## config.mk

```make
export PLATFORM = sky130hd
export DESIGN_NAME = instr_loader
export DESIGN_NICKNAME = d
export VERILOG_FILES = /design/src/rtl/instr_loader.sv
export SDC_FILE = /design/constraint.sdc
export NUM_CORES = 1
export LEC_CHECK = 0
export CAP_MARGIN = 40
export CORE_MARGIN = 5
export CORE_UTILIZATION = 51
export DETAILED_ROUTE_END_ITERATION = 12
export PLACE_DENSITY_LB_ADDON = 0.3
export SLEW_MARGIN = 20
export SYNTH_ARGS = -nofsm -noshare
export SYNTH_HDL_FRONTEND = slang
export SYNTH_SLANG_ARGS = --single-unit
```

## constraint.sdc

```tcl
create_clock -name clk -period 7.5 [get_ports clk]
set_input_delay 1.5 -clock clk [delete_from_list [all_inputs] [get_ports clk]]
set_output_delay 1.5 -clock clk [all_outputs]
set_load 0.01 [all_outputs]
```

## src/rtl/instr_loader.sv

```systemverilog
// instr_loader: receives a length-prefixed byte stream from a host, writes the instructions into instruction memory, then starts the processor
// Ports:
//   clk, reset            rising-edge clock; asynchronous active-high reset
//   in_data/in_valid      host byte stream (valid/ready handshake)
//   in_ready              loader can take a byte this cycle
//   wr_en/wr_addr/wr_data instruction memory write port, one strobe per instruction
//   start                 one-cycle pulse once the whole program is written
//   busy                  a load is in progress
//   err                   sticky framing error, cleared only by reset
module instr_loader #(
   parameter int D = 12,
   parameter int W = 9
) (
   input  logic         clk,
   input  logic         reset,
   input  logic [7:0]   in_data,
   input  logic         in_valid,
   output logic         in_ready,
   output logic         wr_en,
   output logic [D-1:0] wr_addr,
   output logic [W-1:0] wr_data,
   output logic         start,
   output logic         busy,
   output logic         err
);
   typedef enum logic [2:0] {
      S_LEN_LO,
      S_LEN_HI,
      S_INS_LO,
      S_INS_HI,
      S_FLUSH,
      S_START,
      S_ERR
   } state_t;
   state_t       state_q, state_d;
   logic [7:0]   len_lo_q, len_lo_d;
   logic [11:0]  n_q, n_d;
   logic [11:0]  cnt_q, cnt_d;
   logic [7:0]   lo_q, lo_d;
   logic         wr_en_q, wr_en_d;
   logic [D-1:0] wr_addr_q, wr_addr_d;
   logic [W-1:0] wr_data_q, wr_data_d;
   logic         xfer;
   logic [11:0]  n_new;
   assign in_ready = state_q inside {S_LEN_LO, S_LEN_HI, S_INS_LO, S_INS_HI};
   assign xfer     = in_valid && in_ready;
   assign n_new    = {in_data[3:0], len_lo_q};
   assign busy     = state_q inside {S_LEN_HI, S_INS_LO, S_INS_HI, S_FLUSH, S_START};
   assign start    = state_q == S_START;
   assign err      = state_q == S_ERR;
   assign wr_en    = wr_en_q;
   assign wr_addr  = wr_addr_q;
   assign wr_data  = wr_data_q;
   // The write is registered, so it lands in the cycle after the high byte; the last
   // one overlaps S_FLUSH, which is why start trails the final write by one cycle.
   always_comb begin
      state_d   = state_q;
      len_lo_d  = len_lo_q;
      n_d       = n_q;
      cnt_d     = cnt_q;
      lo_d      = lo_q;
      wr_en_d   = 1'b0;
      wr_addr_d = wr_addr_q;
      wr_data_d = wr_data_q;
      case (state_q)
         S_LEN_LO: if (xfer) begin
            len_lo_d = in_data;
            state_d  = S_LEN_HI;
         end
         S_LEN_HI: if (xfer) begin
            n_d     = n_new;
            cnt_d   = '0;
            state_d = (in_data[7:4] != 4'h0) ? S_ERR : (n_new == 12'd0) ? S_START : S_INS_LO;
         end
         S_INS_LO: if (xfer) begin
            lo_d    = in_data;
            state_d = S_INS_HI;
         end
         S_INS_HI: if (xfer) begin
            if (in_data[7:1] != 7'd0) begin
               state_d = S_ERR;
            end else begin
               wr_en_d   = 1'b1;
               wr_addr_d = D'(cnt_q);
               wr_data_d = W'({in_data[0], lo_q});
               cnt_d     = cnt_q + 12'd1;
               state_d   = (cnt_q + 12'd1 == n_q) ? S_FLUSH : S_INS_LO;
            end
         end
         S_FLUSH: state_d = S_START;
         S_START: state_d = S_LEN_LO;
         default: state_d = state_q;
      endcase
   end
   always_ff @(posedge clk or posedge reset) begin
      if (reset) begin
         state_q   <= S_LEN_LO;
         len_lo_q  <= '0;
         n_q       <= '0;
         cnt_q     <= '0;
         lo_q      <= '0;
         wr_en_q   <= 1'b0;
         wr_addr_q <= '0;
         wr_data_q <= '0;
      end else begin
         state_q   <= state_d;
         len_lo_q  <= len_lo_d;
         n_q       <= n_d;
         cnt_q     <= cnt_d;
         lo_q      <= lo_d;
         wr_en_q   <= wr_en_d;
         wr_addr_q <= wr_addr_d;
         wr_data_q <= wr_data_d;
      end
   end
endmodule

```

Word-level counts from Yosys, hierarchy flattened
Cells that the tools add are included.

Bits in registers: 65. Word-level logic and storage cells: 53.

Add/subtract/negate cells: 1. Bitwise logic cells: 1. Multiplexer cells: 16. Equality and inequality tests: 12. Reductions and logical operators: 15.

Operators with widths (number): 2-to-1 mux 12 bit (3); 2-to-1 mux 3 bit (8); case mux 12 bit (2 select lines) (1); case mux 3 bit (6 select lines) (1); adder 12 x 1 -> 12 bit (second input constant) (1); == test 12 bit (1); logical NOT 12 bit (1); inequality test 2 bit (second input constant) (5); == test 3 bit (second input constant) (3); nonzero test 4 bit (2); nonzero test 7 bit (1); == test 3 x 2 -> 1 bit (second input constant) (2); AND reduction 2 bit (3); nonzero test 6 bit (1); AND reduction 5 bit (1); nonzero test 5 bit (1); AND reduction 4 bit (1); == test 3 x 1 -> 1 bit (second input constant) (1); logical NOT 3 bit (1); 2-to-1 mux 1 bit (3); AND reduction 3 bit (1); nonzero test 2 bit (1); logical AND 1 bit (1); NOT 1 bit (1).

Longest topological paths before layout
Depth in word-level cells: 6. Gate-level depth with buffers: 7. Gate-level depth less buffers: 7.

Worst setup path after synthesis
OpenSTA, ideal clock, no wires.

Path kind: in2reg. From: input port in_valid. To: register n_q[11]. Data arrival time: 2.750 ns. Setup slack: 4.626 ns. Stages on the path: 4. Path buffers: 1. Cell sequence: nand2_1 nor3_1 clkbuf_1 mux2_2.

Word-level cells in the longest chain between the ends: 2.

RTL lines: start: declaration (line 17) `input logic in_valid,`; logical AND 1 bit (line 46) `assign xfer = in_valid && in_ready;`; AND reduction 2 bit (no line); end signal: assignment (line 108) `n_q <= n_d;`; end: declaration (line 37) `logic [11:0] n_q, n_d;`.

Every way passes these cells. A chain may end at the register's enable or synchronous reset.

Final worst setup path
From: input port in_valid. To: register cnt_q[11].

Word-level cells in the longest chain between the ends: 3.

RTL lines: logical AND 1 bit (*) (line 46); inequality test 2 bit (no line); AND reduction 4 bit (no line) (*); end signal: assignment (line 109) `cnt_q <= cnt_d;`; end: declaration (line 38) `logic [11:0] cnt_q, cnt_d;`.

Every way passes the cells marked *; elsewhere a longest branch is shown, timed or not.

==> impl_metrics.yaml <==
run_status:
  outcome: "finished clean"
timing:
  setup_viol: 0
  fin_skew_ns: 0.0107
  hold_viol: 0
  tightestPinTransition_ns: 0.568
  fmax_mhz: 289
  period_share_pct: 46.2
  setup-tns-final_ns: 0
  maxSlewViolCount: 0
  rsz0062_at_grt: "no"
  relSlewSlack_pct: 61.8
  finalCriticalPeriod_ns: 3.46
synth:
  synth-seq-cells: 65
  synthDominantCellAreaShare_pct: 52.8
  yosys-top-cells-area: "dfrtp_1 53%, mux2_2 9.9%, nand2_1 9.1%"
  synthesis.nets: 317
  synthTopCellsByCount: "75 x nand2_1, 65 x dfrtp_1, 27 x mux2_2"
  synth_top_cell_by_area: "dfrtp_1"
  ys_seq_area_share_pct: 52.8
  netlist_instances: 305
  avgSynthCellArea_sq_um: 10.1
  ys.flop_type: "dfrtp_1"
  synth_most_common_cell: "nand2_1"
  synthArstFlopShare_pct: 100
  netlist_area_sq_um: 3080
  synth_edf_count: 0
  synth_cell_types: 43
  ys.warnings.count: 0
pwr:
  power_leakage_nw: 1.68
  clockPowerShare_pct: 26.5
  p_sw_w: 0.000298
  power.density_nw_per_um2: 271
  power.total_w: 0.00101
  ir_worst_vdd_mv: 0.171
  intPower_w: 0.000712
  netSwitchingFraction_pct: 29.5
  seqPwrFrac_pct: 50.6
  p_comb_share_pct: 22.9
cts:
  ctsHtreeMaxLevel: 3
  cts_tree: "built"
  cts_buffer_depth: 2
  cts_resized: 0
  root_buffer: "clkbuf_8"
  clkTransAtPathRegs_ns: 0.07
  post_cts_buffers: 0
  cts_buffers: 9
  cts_sinks: 65
  clk-insertion-delay-late_ns: 0.33
  cts_hold_buf: 0
global_routing:
  grt_pass1_wl_microns: 10900
  antenna_found_initial: 0
  grt_use_total_pct: 18.1
  use_met1_pct: 25.2
  grt_overflow: 0
  use_met2_pct: 27.9
  top_usage_layer: "met2"
  grt_pass1_vias: 2296
  met3_usage_pct: 3.57
  grt_max_degree: 66
critical_path:
  reg2reg_slack_ns: 4.85
  critPathMaxStageDelay_ns: 0.52
  cp-end-kind: "register"
  cp.required_ns: 7.71
  worstSetupPathType: "input port to register"
  critPathArrivalTime_ns: 3.67
  start_kind: "input port"
  cp_max_fo: 15
  cpMostUsedCell: "nor2_1"
  crit_slowest_cell: "clkdlybuf4s50_1"
  crit_chain: "clkdlybuf4s50_1 -> nand2_1 -> nor2_1 -> nand4_1 -> clkinv_1 -> buf_8 -> nor2_1 -> o21ai_0 -> o41ai_1"
route:
  via_per_inst: 5.42
  route.detailed.drc: 0
  drt_iter0_markers: 137
  routed-via-count: 2292
  wirelength_microns: 6240
  ant_nets: 0
  wl_per_cell_microns: 14.8
  drtPass1Iterations: 4
job:
  max_cap_violations: 0
die:
  core_sq_um: 5890
  start_util_pct: 52.4
  die_area_sq_um: 7700
  dieWidth_microns: 87.7
  pin_count: 37
  rows: 28
  die_y_microns: 87.7
cells_and_area:
  syn_to_final_growth_pct: 21.0
  multiInputGateArea_sq_um: 1360
  fill_cells: 504
  finalNetCount: 355
  layout-drive-gt1-share_pct: 15.8
  diodes: 0
  register_area_sq_um: 1630
hold_path:
  hold_class: "register to register"
placement:
  dp_hpwl_microns: 4150
  finalWeightedCongestion: 0.861
  port_buffers: 36
[metrics by stage]
step	utilization [%]	hold WS (ns)	cells	instance area (sq um)	worst slack, ns
floorplan	-	0.435	305	3080	4.37
global placement	59.3	0.454	403	3490	3.55
detailed placement	59.4	0.459	404	3500	3.44
CTS	62.5	0.479	420	3680	3.79
global route	63.4	0.509	423	3730	3.76
finish	63.4	0.471	423	3730	4.04
[layer usage]
layer	wire, microns	vias up
met4	81	0
li1	-	1130
met2	2880	50
met5	0	-
met3	306	8
met1	2970	1104
[worst max-delay path, delay by kind of cell]
| family | cells | cell delay [ns] |
|---|---|---|
| simple gates | 4 | 0.77 |
| buf+inv | 3 | 1.13 |
| compound gates | 2 | 0.25 |
[power by group through the flow]
stage	Clock (W)	Sequential [W]	Combinational, W
2_1_floorplan	0	0.000470	0.000165
3_3_place_gp	0	0.000513	0.000223
3_5_place_dp	0	0.000516	0.000231
4_1_cts	0.000275	0.000510	0.000232
5_1_grt	0.000291	0.000525	0.000258
6_report	0.000268	0.000511	0.000231
[registers in the layout (all words and copies together) (netlist names)]
| signal | cells |
|---|---|
| wr_addr | 12 |
| cnt_q | 12 |
| n_q | 12 |
| state_q | 3 |
| wr_en | 1 |
| lo_q | 8 |
| len_lo_q | 8 |
| wr_data | 9 |
[cell families (layout without fill, tap and decap cells)]
kind of cell | Yosys count | count (layout) | share of synthesized area (%)
AND/OR/NAND/NOR | 119 | 119 | 17.7
flip-flops | 65 | 65 | 52.8
multiplexers | 28 | 28 | 10.2
AO/OA/AOI/OAI | 51 | 51 | 10.3
buffers and inverters | 23 | 66 | 3.05
adder cells (fa/ha/maj) | 1 | 1 | 0.406
XOR/XNOR | 18 | 18 | 5.60
[placed cells by master, fill, tap and decap left out, types with 6 or more instances in the layout]
| cell | count |
|---|---|
| a21oi_1 | 6 |
| clkbuf_8 | 11 |
| clkdlybuf4s50_1 | 36 |
| dfrtp_1 | 65 |
| mux2_2 | 27 |
| nand2_1 | 75 |
| nor2_1 | 11 |
| nor3_1 | 9 |
| o21ai_0 | 22 |
| xnor2_1 | 12 |
[layout make-up]
class / count / share of cell area [%]
clock buffers: 12 / 4.16
repair buffers: 43 / 11.7
flip-flops and latches: 65 / 43.6
multi-input cells: 217 / 36.5
clock inverters: 4 / 0.738
inverters: 7 / 0.705
well taps: 75 / 2.52
[worst paths after layout]
| check | start | endpoint | depth (start not counted) |
|---|---|---|---|
| setup / recovery | in_valid | cnt_q[11] | 9 |
| hold / removal | wr_addr[1] | wr_addr[1] | 2 |
| setup reg to reg | cnt_q[0] | state_q[1] | 7 |
| hold reg to reg | wr_addr[1] | wr_addr[1] | 2 |
| max in group asynchronous | reset | cnt_q[11] | 4 |
| min in group asynchronous | reset | wr_addr[9] | 3 |
Note: power is estimated with default switching activity, not from simulation.
